**config.mk**
```make
export PLATFORM = sky130hd
export DESIGN_NAME = schedws
export DESIGN_NICKNAME = d
export VERILOG_FILES = /design/src/rtl/schedws.sv
export SDC_FILE = /design/constraint.sdc
export NUM_CORES = 1
export LEC_CHECK = 0
export BUFFER_PORTS_ARGS = -buffer_cell sky130_fd_sc_hd__buf_2
export CORE_AREA = 2 2 68 70
export CTS_BUF_LIST = sky130_fd_sc_hd__clkbuf_16
export DETAILED_ROUTE_END_ITERATION = 12
export DIE_AREA = 0 0 70 72
export PLACE_DENSITY = 0.69
export SLEW_MARGIN = 20
export SYNTH_ARGS = -nofsm -noshare
export SYNTH_HDL_FRONTEND = slang
export SYNTH_SLANG_ARGS = --single-unit
```
**constraint.sdc**
```tcl
create_clock -name clk -period 4.95 [get_ports clk]
set_clock_uncertainty 0.2 [all_clocks]
set_input_delay 0.2475 -clock clk [delete_from_list [all_inputs] [get_ports clk]]
set_output_delay 0.2475 -clock clk [all_outputs]
set_load 0.05 [all_outputs]
```
**src/rtl/schedws.sv**
```systemverilog
// schedws: instruction-phase sequencer for the cpu3 datapath.
// Walks HALT -> F -> E -> M -> W with run/halt/single-step control and
// stretchable fetch and memory phases (minimum wait counts plus mem_rdy).
// Phase levels (ph_sel) steer the address mux; one-cycle completion strobes
// (phf/phe/phm/phw) fire the datapath register enables exactly once per phase.
//
// Handshake: mem_rdy is a completion qualifier, not a valid/ready pair. It is
// looked at only in F or M once the minimum-wait counter has reached zero; the
// phase completes in the first such cycle with mem_rdy=1. The memory sees that
// completion as the matching strobe (phf or phm) in the same cycle.
module schedws #(
    parameter int FETCH_WS  = 0,
    parameter int MEM_WS    = 0,
    parameter int WS_WIDTH  = 4,
    parameter int CNT_WIDTH = 32
) (
    input  logic                 clk,
    input  logic                 reset,
    input  logic                 run,
    input  logic                 step,
    input  logic                 mem_rdy,
    output logic [3:0]           ph_sel,
    output logic                 phf,
    output logic                 phe,
    output logic                 phm,
    output logic                 phw,
    output logic                 waiting,
    output logic                 halted,
    output logic [CNT_WIDTH-1:0] inst_cnt,
    output logic [2:0]           clk_stat
);

    // State codes double as the clk_stat debug encoding.
    localparam logic [2:0] ST_HALT = 3'd0;
    localparam logic [2:0] ST_F    = 3'd1;
    localparam logic [2:0] ST_E    = 3'd2;
    localparam logic [2:0] ST_M    = 3'd3;
    localparam logic [2:0] ST_W    = 3'd4;

    localparam logic [WS_WIDTH-1:0] FETCH_LOAD = WS_WIDTH'(FETCH_WS);
    localparam logic [WS_WIDTH-1:0] MEM_LOAD   = WS_WIDTH'(MEM_WS);

    logic [2:0]           r_state;
    logic [WS_WIDTH-1:0]  r_wait_cnt;
    logic [CNT_WIDTH-1:0] r_inst_cnt;

    logic [2:0]           w_next_state;
    logic                 w_in_f;
    logic                 w_in_e;
    logic                 w_in_m;
    logic                 w_in_w;
    logic                 w_cnt_zero;
    logic                 w_phf;
    logic                 w_phm;

    assign w_in_f     = (r_state == ST_F);
    assign w_in_e     = (r_state == ST_E);
    assign w_in_m     = (r_state == ST_M);
    assign w_in_w     = (r_state == ST_W);
    assign w_cnt_zero = (r_wait_cnt == '0);

    // mem_rdy only counts once the minimum wait has elapsed.
    assign w_phf = w_in_f & w_cnt_zero & mem_rdy;
    assign w_phm = w_in_m & w_cnt_zero & mem_rdy;

    // Next-state decode; run is only consulted in HALT and at the end of W.
    always_comb begin
        w_next_state = r_state;
        case (r_state)
            ST_HALT: if (run || step) w_next_state = ST_F;
            ST_F:    if (w_phf) w_next_state = ST_E;
            ST_E:    w_next_state = ST_M;
            ST_M:    if (w_phm) w_next_state = ST_W;
            ST_W:    w_next_state = run ? ST_F : ST_HALT;
            default: w_next_state = ST_HALT;
        endcase
    end

    // State register.
    always_ff @(posedge clk or negedge reset) begin
        if (!reset) r_state <= ST_HALT;
        else        r_state <= w_next_state;
    end

    // Wait counter: loads on phase entry, counts down while in F or M.
    always_ff @(posedge clk or negedge reset) begin
        if (!reset) begin
            r_wait_cnt <= '0;
        end else if (w_next_state == ST_F && !w_in_f) begin
            r_wait_cnt <= FETCH_LOAD;
        end else if (w_next_state == ST_M && !w_in_m) begin
            r_wait_cnt <= MEM_LOAD;
        end else if ((w_in_f || w_in_m) && !w_cnt_zero) begin
            r_wait_cnt <= r_wait_cnt - 1'b1;
        end
    end

    // Retired-instruction counter, bumped in every W cycle, wraps naturally.
    always_ff @(posedge clk or negedge reset) begin
        if (!reset)      r_inst_cnt <= '0;
        else if (w_in_w) r_inst_cnt <= r_inst_cnt + CNT_WIDTH'(1);
    end

    assign ph_sel   = {w_in_w, w_in_m, w_in_e, w_in_f};
    assign phf      = w_phf;
    assign phe      = w_in_e;
    assign phm      = w_phm;
    assign phw      = w_in_w;
    assign waiting  = (w_in_f & ~w_phf) | (w_in_m & ~w_phm);
    assign halted   = (r_state == ST_HALT);
    assign inst_cnt = r_inst_cnt;
    assign clk_stat = r_state;

endmodule

```
After elaboration in Yosys (flattened, before gate mapping)
Index checks and enable logic that the tools add are counted.
- bits in registers: 39
- latch bits: 0
- bits in writable memories: 0
- bits in read-only memories: 0
- input port bits: 5
- output and inout port bits: 45
- logic and storage cells: 39
- memories kept: 0
- add/subtract/negate cells: 2
- $mul: 0
- div/mod/pow operators: 0
- $lt $le $gt $ge: 0
- equality and inequality tests: 6
- shift-type cells: 0
- muxes and demuxes: 8
- bitwise operators: 9
- reductions and logical operators: 11
- operators by type and width (operator ; number):
    32-bit by 1-bit adder with 32-bit output, second input constant ; 1
    3-bit one-hot mux with 5 select lines ; 1
    4-bit 2-to-1 mux ; 3
    3-bit by 2-bit equality test with 1-bit output, second input constant ; 3
    3-bit 2-to-1 mux ; 3
    1-bit AND ; 6
    3-bit by 1-bit equality test with 1-bit output, second input constant ; 2
    4-bit zero test ; 1
    4-bit by 1-bit subtractor with 4-bit output, second input constant ; 1
    3-bit equality test, second input constant ; 1
    1-bit logical AND ; 3
    1-bit zero test ; 3
    3-bit zero test ; 1
    3-bit nonzero test ; 1
    1-bit logical OR ; 2
    1-bit NOT ; 2
    1-bit 2-to-1 mux ; 1
    1-bit OR ; 1

Depth between registers and ports, before layout
Gate-level depths: netlist of run 1.
- word-level depth: 9
- depth in mapped cells: 6
- mapped depth without buffers: 6

Worst setup path before layout of run 1
OpenSTA, ideal clock, no wires.
- path type: reg2out
- start: register r_state[1] (netlist: clk_stat[1])
- end: output ph_sel[1]
- arrival: 2.557 ns
- data required time: 4.503 ns
- path slack: 1.946 ns
- cell stages (with the launch flop): 4
- path buffers: 2
- path through: dfrtp_1 -> clkbuf_1 -> nor3b_1 -> buf_4
- word-level cells in the longest chain between the ends: 1
- RTL lines (element ; line ; source):
    from (decl) ; 43 ; logic [2:0] r_state;
    from (signal assigned) ; 82 ; else r_state <= w_next_state;
    3-bit by 2-bit equality test with 1-bit output ; 57 ; assign w_in_e = (r_state == ST_E);
    to (decl) ; 22 ; output logic [3:0] ph_sel,
Every way passes these cells.

Worst setup path after layout of run 1
- start: register r_wait_cnt[0]
- end: output phm
- word-level cells in the longest chain between the ends: 3
- RTL lines (element ; line ; source):
    from (decl) ; 44 ; logic [WS_WIDTH-1:0] r_wait_cnt;
    from (signal assigned) ; 94 ; r_wait_cnt <= r_wait_cnt - 1'b1;
    4-bit zero test ; 60 ; assign w_cnt_zero = (r_wait_cnt == '0);
    1-bit AND (2 in a row) ; 64 ; assign w_phm = w_in_m & w_cnt_zero & mem_rdy;
    to (decl) ; 25 ; output logic phm,
Every way passes these cells.

==> metrics, run 1 <==
cell taking the most area after synthesis=dfrtp_1; worst vdd ir=0.412 mV; core area=4260 um^2; max_cap viols=0; Netlist cell types=31; Setup TNS=0 ns; multi-input logic area=866 um^2; RSZ-0062 raised after global routing=false; WP data required=4.50 ns; Synth Cell Area=1920 um^2; hold endpoint=r_wait_cnt[3]$_DFFE_PN0P_; DRT Wirelength=3.68 mm; Buffers on Ports=49; layout cell share with drive strength beyond 1=26.2%; clock sink count=39; Post-synth EDFFs=0; # diodes=0; gp weighted congestion=0.729; first-pass GRT wire length=6.28 mm; htree depth=2; Root Buffer=clkbuf_16; crit path time final=2.39 ns; Finish-stage setup viols=0; CP Class=flop to primary output; DRT Pass-1 Iters=4; Area after DPL=2170 um^2; CTS Buf Count=5; slew of the pin with the lowest slew margin=0.859 ns; GRT Util Overall=15.6%; vias in the first global route=1386; reg-to-reg endpoint=inst_cnt[17]$_DFFE_PN0N_; CP arrival=1.94 ns; vias per inst=5.22; Storage cell area=976 um^2; fin crit share=48.2%; Synth area leaders=dfrtp_1 (51%), xnor2_1 (12%), nand4_1 (4.6%); area share of the largest cell type after synthesis=50.8%; hold path depth=4; CP startpoint=r_wait_cnt[0]$_DFFE_PN0P_; post-cts resize count=0; leakage=1.20 nW; commonest non-fill, non-tap cell in the layout=buf_2; syn nets=187; initial core utilization=45.0%; antenna-violating nets left=0; largest net degree at the start of global routing=40; DR iter-0 viols=74; Ys Warns=0; Vias=1466; Synth Instances=179; crit path capture type=primary output; R2R depth=4; top_reg_cell synth=dfrtp_1; reg2reg setup slack=2.58 ns; clk slew on worst S/H paths=0.05 ns; Final HPWL DP=2.66 mm; # IOs=50; Startpoint Class=flop; Layout Area Growth over Synthesis=20.7%; Row Count=24; Final #Nets=236; Clock Latency Late Sink=0.28 ns; Slew headroom=42.2%; initial antenna violation count=0; Worst Hold Class=primary input to flop; CTS tree=yes; Min-Delay Startpoint=run; Clock Path Buffers=2; reg2reg start=clk_stat[1]$_DFF_PN0_; wire per inst=13.1 um; final worst setup slack=2.56 ns; Final Total Pwr=1.00 mW; Max Transition Viols Final=0; total gr overflow=0; synthesis-stage register bit count=39; status=finished, final reports clean; synthesized area per cell=10.7 um^2; pre-CTS setup slack=2.58 ns; DRC Markers=0; most frequent cells in the layout=buf_2 (49), dfrtp_1 (39), xnor2_1 (27); Die ar.=5040 um^2; pwr/cell area=431 nW/um^2; Fillers=393; worst-path fanout max=5; final hold viol count=0; sequential area share after synthesis=50.8%; ys async rst share=100%; fmax=419 MHz; Die Y=72 um; Post-Layout Inst Area=2320 um^2; die width=70 um
[routing by layer]
layer / share of wire [%] / global-route usage, % / up-vias / wire, um
li1: - / - / 710 / -
met1: 46 / 19.8 / 696 / 1700
met2: 46 / 25.9 / 52 / 1710
met3: 6.0 / 3.89 / 8 / 221
met4: 1.6 / 6.41 / 0 / 59
met5: 0 / 0 / - / 0
[worst max-delay path, cell delays in order, from the launching register on]
cell,delay (ns)
dfrtp_1,0.40
inv_1,0.09
ha_1,0.15
nor4bb_1,0.53
and3_1,0.24
buf_2,0.26
[cells in the mapped netlist (2+ instances only)]
master / n
nor3_1: 4
nand3_1: 12
and4_1: 4
and3_1: 8
buf_4: 4
nand4_1: 14
inv_1: 5
ha_1: 3
nor2_1: 11
buf_6: 2
clkbuf_1: 2
nand2b_1: 2
and2_1: 3
nor4_1: 2
nand2_1: 16
xor2_1: 8
dfrtp_1: 39
xnor2_1: 27
[worst max path at each step]
stage | cells after the start | end
6_report | 5 | phm
3_3_place_gp | 4 | inst_cnt[31]$_DFFE_PN0N_
4_1_cts | 5 | phm
3_5_place_dp | 4 | inst_cnt[31]$_DFFE_PN0N_
2_1_floorplan | 3 | ph_sel[1]
5_1_grt | 5 | phm
[state kept, by name, summed over array words and instances, names as in the netlist]
register	cells
inst_cnt	32
r_wait_cnt	4
clk_stat	3
[stage by stage]
stage,hold slack (ns),instances,util [%]
3_5_place_dp,0.206,272,50.9
6_report,0.225,281,54.4
2_1_floorplan,-0.248,179,-
5_1_grt,0.268,281,54.4
4_1_cts,0.229,281,54.4
3_3_place_gp,0.206,272,50.9
[cell families (layout without fill, tap and decap cells)]
kind of cell	after synthesis	count (layout)	share of synthesized area, %
AO/OA/AOI/OAI	3	3	1.04
XOR/XNOR	35	35	16.0
adder cells (fa/ha/maj)	3	3	1.95
buffers and inverters	13	63	4.10
flip-flops	39	39	50.8
AND/OR/NAND/NOR	86	86	26.1
[power by group]
part	total, mW	internal, mW	leakage, nW	switching (mW)
combinational	0.310	0.0937	0.592	0.216
clock	0.299	0.182	0.0762	0.117
sequential	0.391	0.349	0.533	0.0419
total	1.00	0.624	1.20	0.375
[what timing repair did]
action                    in CTS  in global routing
hold endpoints to repair      39                  0
hold buffers                   1                  0
setup buffers                  0                  0
[layout make-up]
class	instances	share of cell area (%)
sequential	39	42.1
multi-input combinational	127	37.3
timing repair buffer	50	11.0
tap	52	2.81
clock buffer	5	5.40
clock inverter	3	0.540
inverter	5	0.809
(Power assumes the default switching activity.)
==> inputs of run 2 (changes only) <==
--- a/config.mk
+++ b/config.mk
@@ -10,7 +10,7 @@
 export CTS_BUF_LIST = sky130_fd_sc_hd__clkbuf_16
 export DETAILED_ROUTE_END_ITERATION = 12
 export DIE_AREA = 0 0 70 72
-export PLACE_DENSITY = 0.69
+export PLACE_DENSITY = 0.72
 export SLEW_MARGIN = 20
 export SYNTH_ARGS = -nofsm -noshare
 export SYNTH_HDL_FRONTEND = slang
==> constraint.sdc (replaced) <==
create_clock -name clk -period 2.1 [get_ports clk]
set_clock_uncertainty 0.2 [all_clocks]
set_input_delay 0.105 -clock clk [delete_from_list [all_inputs] [get_ports clk]]
set_output_delay 0.105 -clock clk [all_outputs]
set_load 0.05 [all_outputs]
==> run 2 against run 1 <==
Net effect: via count rose by 2.9%; count of clock-buffer cells in the layout is the same; setup slack worse by 2.4 ns; clock power rose to 2.8 times the previous value; critical path type unchanged; highest routed layer unchanged; power increased to 2.5 times the previous value; register-to-register slack worse by 2.4 ns; non-clock buffer count is 11 higher; combinational power increased to 2.7 times the previous value; first-iteration DRC count increased by 6.8%; routed wire length rose by 6.6%; sequential share of layout area fell by 2.4 points.
==> metrics, run 2 (synthesis results as in run 1) <==
Row Count=24 (unchanged); Vias=1508 (+2.9%); DRT Pass-1 Iters=4 (unchanged); fin crit share=93.6%; final hold viol count=0 (unchanged); CP arrival=1.66 ns (-0.28 ns); CP Capture Point=phm; Setup TNS=0 ns (unchanged); multi-input logic area=897 um^2 (+3.6%); # IOs=50 (unchanged); CP max stage cell=dfrtp_1; crit path time final=1.97 ns; Fillers=387 (-1.5%); gp weighted congestion=0.765 (+5.0%); slew of the pin with the lowest slew margin=0.514 ns (-0.345 ns); Startpoint Class=flop; R2R depth=5 (+1); core area=4260 um^2 (unchanged); Worst Hold Class=primary input to flop; pwr/cell area=1030 nW/um^2 (+140%); die width=70 um (unchanged); Slew headroom=65.7% (+23 points); Clock Path Buffers=2 (unchanged); CTS tree=yes; initial core utilization=45.0% (unchanged); fmax=509 MHz; htree depth=2 (unchanged); RSZ-0062 raised after global routing=false; commonest non-fill, non-tap cell in the layout=buf_2; most frequent cells in the layout=buf_2 (47), dfrtp_1 (34), xnor2_1 (27); # diodes=0 (unchanged); Buffers on Ports=49 (unchanged); Root Buffer=clkbuf_16; Die Y=72 um (unchanged); DR iter-0 viols=79 (+6.8%); Post-CTS Setup Bufs=0 (unchanged); Die ar.=5040 um^2 (unchanged); DRC Markers=0 (unchanged); Layout Utilization=58.0% (+3.6 points); initial antenna violation count=0 (unchanged); Max Transition Viols Final=0 (unchanged); status=finished, final reports clean; total gr overflow=0 (unchanged); Final #Nets=247 (+4.7%); worst vdd ir=0.831 mV (+100%); Finish-stage setup viols=0 (unchanged); reg-to-reg endpoint=inst_cnt[21]$_DFFE_PN0N_; vias in the first global route=1453 (+4.8%); Layout Area Growth over Synthesis=28.8%; clock sink count=39 (unchanged); Storage cell area=982 um^2 (+0.64%); Clock Latency Late Sink=0.28 ns (about the same); post-route insts no fill=292 (+3.9%); leakage=1.26 nW (+5.3%); max incr delay on CP=0.40 ns (-0.13 ns); layout cell share with drive strength beyond 1=33.8% (+7.5 points); wire per inst=13.5 um (+2.6%); antenna-violating nets left=0 (unchanged); max reg flops=32 (unchanged); CP Class=flop to primary output; dpl cells=283 (+4.0%); vias per inst=5.16 (-1.0%); WP data required=1.79 ns (-2.71 ns); CP startpoint=r_wait_cnt[0]$_DFFE_PN0P_; reg2reg setup slack=0.19 ns (-2.39 ns); first-pass GRT wire length=6.85 mm (+9.1%); Final HPWL DP=2.88 mm (+8.2%); CP cell instances=inv_1 > ha_1 > nor4bb_1 > buf_4 > and3_1 > clkbuf_4; clk slew on worst S/H paths=0.06 ns (about the same); reg2reg start=clk_stat[0]$_DFF_PN0_; max_cap viols=0 (unchanged); worst-path fanout max=5 (unchanged); DRT Wirelength=3.93 mm (+6.6%); crit path capture type=primary output; GRT Util Overall=17.3% (+1.6 points); CTS Buf Count=5 (unchanged); largest net degree at the start of global routing=24 (-40%)
[run 2: report_power, final]
| part | internal [mW] | total [mW] | switching (mW) |
|---|---|---|---|
| logic | 0.266 | 0.833 | 0.567 |
| clock network | 0.553 | 0.829 | 0.276 |
| registers | 0.828 | 0.884 | 0.0558 |
| total | 1.65 | 2.55 | 0.899 |
[run 2: worst min-delay path by stage]
stage          start                   endpoint  cells after the start
3_3_place_gp   reset   inst_cnt[14]$_DFFE_PN0N_                      1
4_1_cts          run  r_wait_cnt[0]$_DFFE_PN0P_                      4
6_report         run  r_wait_cnt[3]$_DFFE_PN0P_                      4
5_1_grt          run  r_wait_cnt[0]$_DFFE_PN0P_                      4
2_1_floorplan  reset      clk_stat[0]$_DFF_PN0_                      0
3_5_place_dp   reset   inst_cnt[14]$_DFFE_PN0N_                      1
[run 2: repair_timing]
item,4_1_cts,5_1_grt
hold buffers,1,0
resized for setup,0,4
setup endpoints to repair,0,3
hold endpoints to repair,21,0
[run 2: final cells by class]
| cell class | instances | area share (%) |
|---|---|---|
| timing repair buffer | 61 | 13.9 |
| inverter | 5 | 0.910 |
| multi-input combinational | 127 | 36.3 |
| sequential | 39 | 39.7 |
| clock inverter | 3 | 1.57 |
| clock buffer | 5 | 5.06 |
| tap | 52 | 2.63 |
[run 2: per-stage QoR]
step / power, mW / worst slack [ns] / hold slack [ns] / cell area, um^2
final: 2.55 / 0.134 / 0.0605 / 2470
after global placement: 1.72 / 0.175 / -0.0877 / 2290
after floorplan: 1.57 / 0.00422 / -0.391 / 1960
after detailed placement: 1.73 / 0.138 / -0.0915 / 2290
after global routing: 2.68 / 0.00428 / 0.0872 / 2470
after CTS: 2.57 / 0.0888 / 0.0722 / 2460
[run 2: layer usage]
| metal | track usage (%) | vias to the layer above | share of wire, % | wire, um |
|---|---|---|---|---|
| met5 | 0 | - | 0 | 0 |
| met4 | 7.05 | 0 | 2.1 | 83 |
| met3 | 5.28 | 9 | 4.8 | 187 |
| met2 | 26.3 | 34 | 47 | 1860 |
| met1 | 23.3 | 733 | 46 | 1800 |
| li1 | - | 732 | - | - |
[run 2: worst max-delay path, delay by kind of cell (launching register included)]
family / cells / cell delay, ns
buf+inv: 3 / 0.48
simple gates: 2 / 0.35
flops: 1 / 0.40
fa+ha+maj: 1 / 0.15
==> inputs of run 3 (changes only) <==
--- a/config.mk
+++ b/config.mk
@@ -6,11 +6,10 @@
 export NUM_CORES = 1
 export LEC_CHECK = 0
 export BUFFER_PORTS_ARGS = -buffer_cell sky130_fd_sc_hd__buf_2
-export CORE_AREA = 2 2 68 70
+export CORE_AREA = 2 2 69 103
 export CTS_BUF_LIST = sky130_fd_sc_hd__clkbuf_16
 export DETAILED_ROUTE_END_ITERATION = 12
-export DIE_AREA = 0 0 70 72
-export PLACE_DENSITY = 0.72
+export DIE_AREA = 0 0 71 105
 export SLEW_MARGIN = 20
 export SYNTH_ARGS = -nofsm -noshare
 export SYNTH_HDL_FRONTEND = slang
==> run 3 against run 2 <==
Net effect: register-to-register slack about the same; sequential share of layout area decreased by 0.67 points; via count increased by 2.3%; combinational power increased by 2.5%; count of clock-buffer cells in the layout unchanged; critical endpoint unchanged; power increased by 2.1%; non-clock buffer count unchanged; critical path type unchanged; first-iteration DRC count decreased by 22%; worst hold slack got worse by 0.0028 ns; setup slack got worse by 0.013 ns; die area increased by 48%; routed wire length increased by 7.6%.
==> metrics, run 3 (synthesis results as in run 1) <==
Vias=1542 (+2.3%); Cell Int Power=1.66 mW (+0.87%); initial core utilization=29.4% (-16 points); Final HPWL DP=3.13 mm (+9.0%); crit path capture type=primary output; gp weighted congestion=0.800 (+4.6%); initial antenna violation count=0 (unchanged); clk slew on worst S/H paths=0.05 ns (about the same); max incr delay on CP=0.40 ns (about the same); max reg flops=32 (unchanged); fmax=505 MHz (-0.64%); most frequent cells in the layout=buf_2 (47), dfrtp_1 (34), xnor2_1 (27); Worst Hold Class=primary input to flop; Storage cell area=982 um^2 (unchanged); CP most frequent cell=buf_4; GRT Util Overall=12.1% (-5.2 points); Die Y=105 um (+46%); vias per inst=4.88 (-5.5%); core area=6530 um^2 (+53%); fin crit share=94.2% (+0.60 points); first-pass GRT wire length=7.22 mm (+5.4%); # diodes=0 (unchanged); clock sink count=39 (unchanged); Max Transition Viols Final=0 (unchanged); CP top delay family=buffers and inverters; final worst setup slack=0.121 ns (-0.0127 ns); wire per inst=13.4 um (-0.58%); Fillers=638 (+65%); Layout Area Growth over Synthesis=31.0%; die width=71 um (+1.4%); Buffers on Ports=49 (unchanged); slew of the pin with the lowest slew margin=0.433 ns (-0.0807 ns); Slew headroom=71.1% (+5.4 points); htree depth=2 (unchanged); Clock Latency Late Sink=0.28 ns (about the same); leakage=1.27 nW (+0.41%); Area after DPL=2320 um^2 (+1.3%); layout cell share with drive strength beyond 1=33.8% (unchanged); Row Count=36 (+50%); pre-CTS setup slack=0.142 ns (+0.00426 ns); CP cell instances=inv_1 > ha_1 > nor4bb_4 > buf_4 > and3_1 > buf_4; Final #Nets=247 (unchanged); post-route insts no fill=316 (+8.2%); DR iter-0 viols=62 (-22%); CP arrival=1.67 ns (about the same); Finish-stage setup viols=0 (unchanged); Net Sw Power=0.938 mW (+4.4%); pwr/cell area=1030 nW/um^2 (+0.38%); DRT Pass-1 Iters=5 (+1); WP data required=1.79 ns (about the same); Post-CTS Setup Bufs=0 (unchanged); clock network fraction of design power=32.7% (about the same); Startpoint Class=flop; worst-path fanout max=5 (unchanged); total gr overflow=0 (unchanged); Combinational Power Share=32.9% (+0.2 points); CTS Buf Count=5 (unchanged); antenna-violating nets left=0 (unchanged); worst vdd ir=0.700 mV (-16%); DRT Wirelength=4.23 mm (+7.6%); Root Buffer=clkbuf_16; Clock Path Buffers=2 (unchanged); Setup TNS=0 ns (unchanged); max_cap viols=0 (unchanged); largest net degree at the start of global routing=22 (-8.3%); crit path time final=1.98 ns (+0.0127 ns); CP max stage cell=dfrtp_1; multi-input logic area=906 um^2 (+0.98%); DRC Markers=0 (unchanged); commonest non-fill, non-tap cell in the layout=buf_2; Seq pwr share=34.5% (-0.2 points); Hold WS=0.0577 ns (-0.00281 ns); vias in the first global route=1549 (+6.6%); # IOs=50 (unchanged); CP Class=flop to primary output; status=finished, final reports clean; Die ar.=7460 um^2 (+48%); Switching Share=36.1% (+0.78 points); final hold viol count=0 (unchanged); dpl cells=307 (+8.5%); CTS tree=yes; Buf/Inv on CP=3 (unchanged); Post-Layout Inst Area=2520 um^2 (+1.7%)
-- run 3: cell types whose count changed in the layout (fill, tap and decap cells not counted), sizes merged --
cell | previous run | this run
buf | 59 | 60
clkbuf | 6 | 5
-- run 3: routing by layer --
metal / global-route usage [%] / wire length (um) / vias to the layer above
li1: - / - / 734
met1: 13.4 / 1710 / 743
met2: 21.5 / 2240 / 57
met3: 2.70 / 215 / 8
met4: 5.26 / 70 / 0
met5: 0 / 0 / -
-- run 3: final cells by class --
type / instances / area share [%]
sequential: 39 / 39.0
tap: 76 / 3.78
clock buffer: 5 / 4.97
clock inverter: 3 / 1.54
multi-input combinational: 127 / 36.0
inverter: 5 / 0.895
timing repair buffer: 61 / 13.8
-- run 3: final timing paths --
check	end	cells past startpoint	slack (ns)	start
max reg2reg	inst_cnt[28]$_DFFE_PN0N_	5	0.19	clk_stat[1]$_DFF_PN0_
max	phm	6	0.12	r_wait_cnt[0]$_DFFE_PN0P_
min	r_wait_cnt[2]$_DFFE_PN0P_	4	0.06	run
max in group asynchronous	inst_cnt[26]$_DFFE_PN0N_	3	0.97	reset
min in group asynchronous	inst_cnt[17]$_DFFE_PN0N_	2	0.10	reset
min reg2reg	inst_cnt[31]$_DFFE_PN0N_	1	0.27	inst_cnt[31]$_DFFE_PN0N_
-- run 3: repair_timing --
| item | CTS | global route |
|---|---|---|
| endpoints found under the hold margin | 18 | 0 |
| resized for setup | 0 | 7 |
| hold buffers | 1 | 0 |
| endpoints found under the setup margin | 0 | 2 |
-- run 3: through the flow --
stage,power (mW),utilization (%)
6_report,2.60,38.5
3_5_place_dp,1.74,35.5
4_1_cts,2.60,38.2
3_3_place_gp,1.72,35.5
5_1_grt,2.72,38.5
2_1_floorplan,1.57,-
-- run 3: tightest hold or removal path, stage by stage --
cell and delay (ns):
buf_2 0.09, nand2b_1 0.05, a21oi_1 0.13, nor2_1 0.11
-- run 3: power by group through the flow --
stage          logic [mW]  clock network [mW]  registers (mW)
6_report            0.854               0.849           0.896
5_1_grt             0.915               0.898           0.906
4_1_cts             0.844               0.871           0.888
3_5_place_dp        0.841                   0           0.901
3_3_place_gp        0.826                   0           0.895
2_1_floorplan       0.565                   0            1.01
